<file path="src/rtl/alu_pipe.sv">
// Opcode-driven ALU with valid/ready handshake, status flags and iterative multiply.
// Latency: single-cycle ops register on the accept edge; MUL completes WIDTH edges later.
// Backpressure: in_ready drops while busy or while a held result is not being taken.
module alu_pipe #(
    parameter int WIDTH = 8
) (
    input  logic             clk,
    input  logic             rst_n,
    input  logic             in_valid,
    output logic             in_ready,
    input  logic [3:0]       opcode,
    input  logic [WIDTH-1:0] in_1,
    input  logic [WIDTH-1:0] in_2,
    output logic             out_valid,
    input  logic             out_ready,
    output logic [WIDTH-1:0] out,
    output logic [3:0]       flags,
    output logic             err
);
    localparam int SW = $clog2(WIDTH);
    localparam int CW = SW + 1;

    localparam logic [3:0] OP_PASS = 4'h0, OP_ADD = 4'h1, OP_SUB = 4'h2, OP_NOT = 4'h3,
                           OP_OR   = 4'h4, OP_AND = 4'h5, OP_XOR = 4'h6, OP_SHL = 4'h7,
                           OP_SHR  = 4'h8, OP_SAR = 4'h9, OP_SLT = 4'hA, OP_MUL = 4'hB;

    typedef enum logic {IDLE, BUSY} state_t;

    state_t             state;
    logic [2*WIDTH-1:0] mul_a;    // multiplicand, widened so the full product is kept
    logic [WIDTH-1:0]   mul_b;
    logic [2*WIDTH-1:0] acc;
    logic [CW-1:0]      cnt;

    logic [SW-1:0]      amt;
    logic [WIDTH:0]     add_w, sub_w, shl_w, shr_w, sar_w;
    logic [WIDTH-1:0]   res;
    logic               res_c, res_v, res_err;
    logic [2*WIDTH-1:0] acc_nxt;
    logic               accept;

    assign in_ready = (state == IDLE) && (!out_valid || out_ready);
    assign accept   = in_valid && in_ready;
    assign amt      = in_2[SW-1:0];

    assign add_w = {1'b0, in_1} + {1'b0, in_2};
    assign sub_w = {1'b0, in_1} - {1'b0, in_2};   // top bit is the borrow
    assign shl_w = {1'b0, in_1} << amt;           // top bit is the last bit shifted out
    assign shr_w = {in_1, 1'b0} >> amt;           // bottom bit is the last bit shifted out
    assign sar_w = $signed({in_1, 1'b0}) >>> amt;

    // One shift-add multiply step; also used for the result on the final step.
    assign acc_nxt = mul_b[0] ? (acc + mul_a) : acc;

    // Single-cycle result, carry and overflow for the presented opcode.
    always_comb begin
        res     = '0;
        res_c   = 1'b0;
        res_v   = 1'b0;
        res_err = 1'b0;
        case (opcode)
            OP_PASS: res = in_1;
            OP_ADD: begin
                res   = add_w[WIDTH-1:0];
                res_c = add_w[WIDTH];
                res_v = (in_1[WIDTH-1] == in_2[WIDTH-1]) && (res[WIDTH-1] != in_1[WIDTH-1]);
            end
            OP_SUB: begin
                res   = sub_w[WIDTH-1:0];
                res_c = sub_w[WIDTH];
                res_v = (in_1[WIDTH-1] != in_2[WIDTH-1]) && (res[WIDTH-1] != in_1[WIDTH-1]);
            end
            OP_NOT: res = ~in_1;
            OP_OR:  res = in_1 | in_2;
            OP_AND: res = in_1 & in_2;
            OP_XOR: res = in_1 ^ in_2;
            OP_SHL: begin
                res   = shl_w[WIDTH-1:0];
                res_c = shl_w[WIDTH];
            end
            OP_SHR: begin
                res   = shr_w[WIDTH:1];
                res_c = shr_w[0];
            end
            OP_SAR: begin
                res   = sar_w[WIDTH:1];
                res_c = sar_w[0];
            end
            OP_SLT: res = {{(WIDTH-1){1'b0}}, ($signed(in_1) < $signed(in_2))};
            OP_MUL: res = '0;   // handled by the iterative path
            default: res_err = 1'b1;
        endcase
    end

    // FSM, multiply datapath and registered result/handshake state.
    always_ff @(posedge clk or negedge rst_n) begin
        if (!rst_n) begin
            state     <= IDLE;
            mul_a     <= '0;
            mul_b     <= '0;
            acc       <= '0;
            cnt       <= '0;
            out       <= '0;
            flags     <= '0;
            err       <= 1'b0;
            out_valid <= 1'b0;
        end else begin
            case (state)
                IDLE: begin
                    if (accept && opcode == OP_MUL) begin
                        state     <= BUSY;
                        mul_a     <= {{WIDTH{1'b0}}, in_1};
                        mul_b     <= in_2;
                        acc       <= '0;
                        cnt       <= CW'(WIDTH);
                        out_valid <= 1'b0;
                    end else if (accept) begin
                        out       <= res;
                        flags     <= res_err ? 4'b0100
                                             : {res[WIDTH-1], (res == '0), res_c, res_v};
                        err       <= res_err;
                        out_valid <= 1'b1;
                    end else if (out_valid && out_ready) begin
                        out_valid <= 1'b0;
                    end
                end
                BUSY: begin
                    acc   <= acc_nxt;
                    mul_a <= mul_a << 1;
                    mul_b <= mul_b >> 1;
                    cnt   <= cnt - CW'(1);
                    if (cnt == CW'(1)) begin
                        state     <= IDLE;
                        out       <= acc_nxt[WIDTH-1:0];
                        flags     <= {acc_nxt[WIDTH-1], (acc_nxt[WIDTH-1:0] == '0),
                                      (acc_nxt[2*WIDTH-1:WIDTH] != '0), 1'b0};
                        err       <= 1'b0;
                        out_valid <= 1'b1;
                    end
                end
                default: state <= IDLE;
            endcase
        end
    end
endmodule

</file>
<file path="config.mk">
export PLATFORM = sky130hd
export DESIGN_NAME = alu_pipe
export DESIGN_NICKNAME = d
export VERILOG_FILES = /design/src/rtl/alu_pipe.sv
export SDC_FILE = /design/constraint.sdc
export NUM_CORES = 1
export LEC_CHECK = 0
export ABC_AREA = 0
export CAP_MARGIN = 20
export CORE_UTILIZATION = 30
export DETAILED_ROUTE_END_ITERATION = 6
export SLEW_MARGIN = 20
export SYNTH_ARGS = -nofsm -noshare
export SYNTH_HDL_FRONTEND = slang
export SYNTH_SLANG_ARGS = --single-unit
</file>
<file path="constraint.sdc">
create_clock -name clk -period 5.6 [get_ports clk]
set_input_delay 1.12 -clock clk [delete_from_list [all_inputs] [get_ports clk]]
set_output_delay 1.12 -clock clk [all_outputs]
set_load 0.05 [all_outputs]
</file>
Word level (Yosys, flattened, before mapping)
Cells that the tools add are included.
Widths: inputs -> output; s select.
- add/subtract/negate cells: 4
- $lt $le $gt $ge: 1
- reductions and logical operators: 15
- eq/ne operators: 21
- shift-type cells: 3
- bitwise logic cells: 5
- mux-type cells: 34
- operators with widths (kind ; count):
    $pmux 8 s11 ; 1
    $pmux 16 s2 ; 2
    $mux 16 ; 3
    $mux 8 ; 4
    $pmux 8 s2 ; 2
    $mux 4 ; 5
    $add 16x16->16 ; 1
    $eq 4x3->1 const B ; 4
    $eq 4x4->1 const B ; 4
    $logic_not 8->1 ; 2
    $pmux 4 s2 ; 2
    $reduce_or 12->1 ; 1
    $mux 1 ; 10
    $add 8x8->9 ; 1
    $shl 8x3->9 ; 1
    $shr 9x3->9 ; 1
    $sshr 9x3->9 ; 1
    $sub 8x8->9 ; 1
    $and 8x8->8 ; 1
    $eq 4x1->1 const B ; 2
    $eq 4x2->1 const B ; 2
    $lt 8x8->1 ; 1
    $not 8->8 ; 1
    $or 8x8->8 ; 1
    other kinds (17) ; 29
- register bits after elaboration: 59
- output and inout port bits: 15

Longest topological paths before layout
Gate-level depths: netlist of run 1.
- depth after elaboration: 8
- depth in mapped cells: 12

Worst setup path after synthesis of run 1
OpenSTA, ideal clock, no wires.
- path type: input to register
- start: in in_2[2]
- end: reg out[6]
- arrival time: 3313 ps
- cell stages on the path: 11
- required time: 5466 ps
- setup slack: 2154 ps
- cell sequence: buf_2 clkinv_1 ha_1 nor2b_1 o21bai_1 a221oi_1 nor2_1 a221o_1 a221oi_1 and2_1 o31ai_1
- cells in the longest elaborated chain, start to end: 5
- RTL lines (element ; RTL line ; RTL):
    from (decl) ; 13 ; input logic [WIDTH-1:0] in_2,
    $sub 8x8->9, or another cell as far along ; 47 ; assign sub_w = {1'b0, in_1} - {1'b0, in_2};
    $pmux 8 s11 (*) ; 61 ; case (opcode)
    $mux 8 (*) ; 117 ; end else if (accept) begin
    $mux 8 (*) ; 110 ; if (accept && opcode == OP_MUL) begin
    $pmux 8 s2 (*) ; 108 ; case (state)
    to (signal assigned) ; 118 ; out <= res;
    to (signal assigned) ; 134 ; out <= acc_nxt[WIDTH-1:0];
    to (decl) ; 16 ; output logic [WIDTH-1:0] out,
Mark *: on every way between the ends. The rest lies on a longest branch, timed or not. The select of a mux whose other input is x is not followed.
A chain may end at the register's enable or synchronous reset.

Final worst setup path of run 1
- start: in in_2[2]
- end: reg out[7]
Same word-level chain as after synthesis.

==> impl_metrics.yaml, run 1 <==
power:
  vdd_drop_max_mv: 0.3095
  p_int_mw: 1.741
  clockPowerShare: 0.170
  pwr-share-comb: 0.584
  switchingPower_mw: 1.535
  p_sw_frac: 0.4686
  power_leakage_nw: 2.710
  power_density_mw_per_mm2: 516.1
  seq_power_share: 0.247
die:
  placementRows: 49
  die_w_um: 137.5
  fp.dieH_um: 137.5
  boundaryPins: 39
  core_area_mm2: 0.01796
  dieArea_mm2: 0.01891
  start_util: 0.3067
global_route:
  antenna_found_initial: 0
  grt_overflow: 0
  grt_pass1_wl_um: 26890
  grt_pass1_vias: 5005
  grt_start_max_net_pins: 60
  grtUsageTotal: 0.1828
sta:
  worst_slew_pin_slew_ns: 1.055
  skew_ns: 0.008380
  finalHoldViolCount: 0
  post-route-min-period_ns: 4.164
  slew_viol_final: 0
  maxSlewHeadroom: 0.2949
  max_freq_ghz: 0.2401
  fin_crit_sh: 0.7436
  rsz0062_at_grt: "no"
  hold_slack_ns: 0.4765
  fin_setup_tns_ns: 0
  setup_viol: 0
critical_path:
  reg2reg_to: "flags[1]"
  endpoint: "out[7]"
  crit_path_top_delay_cell: "clkdlybuf4s50_1"
  crit_required_ns: 5.82
  reg2reg_depth: 10
  critPathMaxFanout: 21
  cp_num_buf_inv: 4
  path_delay_family: "compound AO/OA/AOI/OAI gates"
  critPathKind: "in2reg"
  rrSetupSlack_ns: 2.54
  crit_path_start_kind: "input port"
  end_kind: "flip-flop"
  slowest_delay_ns: 0.45
  crit_chain: "clkdlybuf4s50_1 -> buf_4 -> clkinv_1 -> ha_1 -> inv_1 -> o21bai_1 -> a31o_2 -> a31oi_1 -> a221o_1 -> a21boi_0 -> a211oi_1 -> a21o_1"
  crit_arrival_ns: 4.38
  crit_cells: 12
  worst_r2r_startpoint: "mul_a[0]"
  cp-startpoint: "in_2[2]"
drt:
  wl_per_cell_um: 17.60
  route.vias.total: 5152
  drcViolationCount: 0
  wirelength_um: 16310
  via_per_inst: 5.558
  drt_first_iter_violations: 434
  detail-route-antenna-nets: 0
  drt_pass1_iterations: 5
cts:
  cts_sinks: 59
  postCtsSetupBuffers: 0
  holdBufCountCts: 0
  cts.clk_slew.worst_paths_ns: 0.05
  cts_root_buf: "clkbuf_16"
  cts_tree: "done"
  cts_made_buffers: 9
  clock_path_buffers: 2
  ctsResizeCount: 0
  cts_max_level: 3
  clk_latency_ns: 0.32
logic_synthesis:
  yosysTopAreaCell: "dfrtp_1"
  synth.most_common_cell: "nand2_1"
  ys_seq_elements: 59
  async_reset_ff_frac: 1.000
  yosysWarnings: 0
  netlist_area_mm2: 0.005510
  syn_inst: 681
  syn-num-nets: 752
  yosysSeqAreaShare: 0.2679
  synthTopCellsByCount: "nand2_1, nor2_1, dfrtp_1"
  synth.area.top_cells: "dfrtp_1, ha_1, nand2_1"
  synth_edf_count: 0
  synthDistinctLibCells: 75
  yosysTopAreaCellShare: 0.2679
  avgSynthCellArea_um2: 8.091
  synth-main-ff-cell: "dfrtp_1"
flow_run:
  max-cap-violations: 0
finish:
  nFillCells: 1889
  drive_gt1_frac: 0.08023
  nets: 764
  final_util: 0.3534
  area_growth_pct: 15.21
  n_antenna_cell: 0
placed_design:
  gp_congestion: 0.9118
  port_buffers: 38
  dp_hpwl_um: 11840
hold_path:
  min_path_type: "reg2reg"
run_status:
  status: "complete, no violations"
-- how the worst min path moves through the flow --
stage,start,slack (ns),depth (start not counted),endpoint
finish,flags[3],0.48,1,flags[3]
global route,flags[3],0.50,1,flags[3]
CTS,flags[3],0.48,1,flags[3]
detailed placement,flags[3],0.47,1,flags[3]
global placement,flags[3],0.46,1,flags[3]
floorplan,mul_b[1],0.47,2,mul_b[1]
-- layout by cell type, fill, tap and decap left out, drive strengths merged, types with 4 or more instances in the layout --
master / synthesis / routed
a221oi: 5 / 5
a21oi: 37 / 37
a31oi: 12 / 12
clkbuf: 25 / 11
nand2b: 5 / 5
clkdlybuf4s50: 0 / 37
nor3b: 7 / 7
inv: 36 / 36
buf: 25 / 14
nor2b: 13 / 13
o22ai: 22 / 22
xor2: 7 / 7
a211oi: 11 / 11
nor3: 8 / 8
nor4: 6 / 6
nor2: 61 / 61
a22oi: 4 / 4
a311oi: 4 / 4
mux2i: 16 / 16
ha: 44 / 44
and2: 5 / 5
o221ai: 6 / 6
o31ai: 5 / 5
o21bai: 6 / 6
or3: 4 / 4
a21o: 13 / 13
o211ai: 7 / 7
o21ai: 51 / 51
nand2: 79 / 79
mux2: 8 / 8
nand3: 16 / 16
nand4: 7 / 7
clkinv: 2 / 4
a211o: 4 / 4
dfrtp: 59 / 59
mux4: 5 / 5
xnor2: 10 / 10
-- area by class of cell --
type,count,area (um2),share of cell area
inverters,38,142.6,0.02247
multi-input cells,534,3665,0.5773
well taps,229,286.5,0.04513
clock buffers,11,242.7,0.03823
repair buffers,51,473.0,0.07450
clock inverters,5,62.56,0.009854
flip-flops and latches,59,1476,0.2326
-- stage by stage --
| stage | cell area [um2] | instances | setup WS, ns | total power [mW] |
|---|---|---|---|---|
| after global routing | 6349 | 927 | 1.215 | 3.554 |
| after CTS | 6349 | 927 | 1.532 | 3.289 |
| after global placement | 6043 | 911 | 1.277 | 2.692 |
| after floorplan | 5510 | 681 | 2.154 | 2.210 |
| final | 6349 | 927 | 1.436 | 3.277 |
| after detailed placement | 6043 | 911 | 1.192 | 2.710 |
-- sequential cells by signal, indices dropped and copies added, names as in the netlist --
name and cells:
out_valid 1, mul_a 16, acc 16, err 1
flags 4, out 8, state 1, mul_b 8
cnt 4
-- cells by family after synthesis --
| logic type | Yosys count | synth area share |
|---|---|---|
| simple gates | 227 | 0.2005 |
| compound gates | 214 | 0.2595 |
| buf+inv | 88 | 0.06835 |
| flops | 59 | 0.2679 |
| fa+ha+maj | 47 | 0.1108 |
| mux | 29 | 0.06585 |
| xor+xnor | 17 | 0.02702 |
-- layer usage --
layer	vias up	share of wire	GRT usage
met3	24	0.046	0.02907
met1	2466	0.48	0.2594
met2	154	0.45	0.2842
met5	-	0	0
li1	2508	-	-
met4	0	0.019	0.05067
-- power groups by stage --
stage          Clock [mW]  Sequential, mW  Combinational, mW
3_5_place_dp            0           0.812               1.90
6_report            0.556           0.808               1.91
4_1_cts             0.566           0.810               1.91
3_3_place_gp            0           0.813               1.88
2_1_floorplan           0           0.897               1.31
5_1_grt             0.586           0.837               2.13
Note: power is estimated with default switching activity, not from simulation.
==> inputs of run 2 (changes only) <==
- clock period: 5.6 -> 3.5 ns (I/O delays scaled with it)
==> run 2 against run 1 <==
  * Critical path depth unchanged
  * Final area is 5.7% higher
  * Clock power is 70% higher
  * Worst hold slack lost 0.087 ns
  * Largest cell class unchanged
  * Final cell count increased by 4.6%
  * Count of clock-buffer cells in the layout stayed put
  * Via count increased by 2.9%
  * Critical path type unchanged
  * Register-to-register slack worse by 2.1 ns
==> impl_metrics.yaml, run 2 (same netlist as run 1, synthesis figures left out) <==
cts:
  clock_path_buffers: 2
  cts_root_buf: "clkbuf_16"
  cts_made_buffers: 9
  clk_latency_ns: 0.34
  cts_tree: "done"
  holdBufCountCts: 0
  cts.clk_slew.worst_paths_ns: 0.06
  cts_max_level: 3
  cts_sinks: 59
die:
  boundaryPins: 39
  start_util: 0.3067
  core_area_mm2: 0.01796
  placementRows: 49
  die_w_um: 137.5
  dieArea_mm2: 0.01891
  fp.dieH_um: 137.5
sta:
  slew_viol_final: 0
  setup_viol: 0
  finalHoldViolCount: 0
  maxSlewHeadroom: 0.5736
  max_freq_ghz: 0.3151
  rsz0062_at_grt: "no"
  fin_crit_sh: 0.9068
  hold_slack_ns: 0.3893
  skew_ns: 0.006110
  post-route-min-period_ns: 3.174
  worst_slew_pin_slew_ns: 0.6395
drt:
  route.vias.total: 5301
  drcViolationCount: 0
  drt_pass1_iterations: 5
  via_per_inst: 5.465
  detail-route-antenna-nets: 0
  wl_per_cell_um: 17.20
  drt_first_iter_violations: 395
  wirelength_um: 16690
critical_path:
  endpoint: "flags[2]"
  end_kind: "flip-flop"
  critPathKind: "in2reg"
  crit_arrival_ns: 3.43
  reg2reg_to: "flags[1]"
  reg2reg_depth: 10
  crit_path_start_kind: "input port"
  critPathMaxFanout: 4
  worst_r2r_startpoint: "mul_a[0]"
  cp-startpoint: "in_1[0]"
  rrSetupSlack_ns: 0.45
  crit_required_ns: 3.76
finish:
  layout_commonest_cell: "nand2_1"
  area_growth_pct: 21.73
  nets: 807
  n_antenna_cell: 0
  fin_cells: 970
  final_cell_mix: "nand2_1, nor2_1, dfrtp_1"
  drive_gt1_frac: 0.1336
  final_util: 0.3734
  final_area_mm2: 0.006708
  reg_top3: "acc (16), mul_a (16)"
global_route:
  grt_pass1_wl_um: 27020
  antenna_found_initial: 0
  grt_pass1_vias: 4910
  grt_overflow: 0
  grtUsageTotal: 0.1863
  grt_start_max_net_pins: 34
placed_design:
  port_buffers: 38
  place_inst: 954
  dp_hpwl_um: 12530
  placed_area_mm2: 0.006391
  gp_congestion: 0.9193
run_status:
  status: "complete, no violations"
power:
  vdd_drop_max_mv: 0.5512
  p_total_mw: 5.356
  power_leakage_nw: 2.936
  power_density_mw_per_mm2: 798.6
flow_run:
  max-cap-violations: 0
hold_path:
  min_path_type: "in2async"
-- run 2: how the worst min path moves through the flow --
stage                       from      end  slack (ns)
final                      rst_n   out[3]        0.39
after detailed placement  out[3]   out[3]        0.47
after CTS                  rst_n   acc[7]        0.41
after global routing       rst_n  acc[11]        0.44
after global placement    out[7]   out[7]        0.47
after floorplan            rst_n   acc[0]        0.40
-- run 2: repair_timing --
action / CTS / global route
setup buffers: 0 / 0
resized for setup: 0 / 1
setup endpoints to repair: 0 / 1
hold endpoints to repair: 0 / 0
-- run 2: per-stage QoR --
step                      TNS [ns]  worst slack (ns)
after CTS                        0            0.2844
final                            0            0.3263
after global routing             0            0.1051
after global placement           0          0.001605
after detailed placement  -0.07217          -0.05450
after floorplan                  0            0.4736
-- run 2: power breakdown --
group          total, mW  switching, mW  internal [mW]
clock              0.945          0.324          0.621
combinational       3.16           1.90           1.27
sequential          1.25          0.251          0.997
total               5.36           2.47           2.89
-- run 2: per-layer routing --
metal,wire (um),track usage,vias up
li1,-,-,2590
met1,7921,0.2738,2459
met2,7210,0.2761,227
met3,1201,0.03458,25
met4,355,0.04823,0
met5,0,0,-
-- run 2: cell type report --
class | count | area, um2
Clock buffer | 11 | 232.7
Clock inverter | 5 | 77.57
Fill cell | 1830 | 11260
Inverter | 38 | 142.6
Multi-Input combinational cell | 534 | 3671
Sequential cell | 59 | 1476
Tap cell | 229 | 286.5
Timing Repair Buffer | 94 | 820.8
-- run 2: critical path, stage by stage --
cell and delay (ns):
clkdlybuf4s50_1 0.45, ha_1 0.27, fa_1 0.41, a21o_1 0.17
a21oi_1 0.24, buf_4 0.16, nor2_1 0.03, a311oi_1 0.26
o21ai_1 0.17, nor4_1 0.30, nand4_1 0.12, o2bb2ai_1 0.14
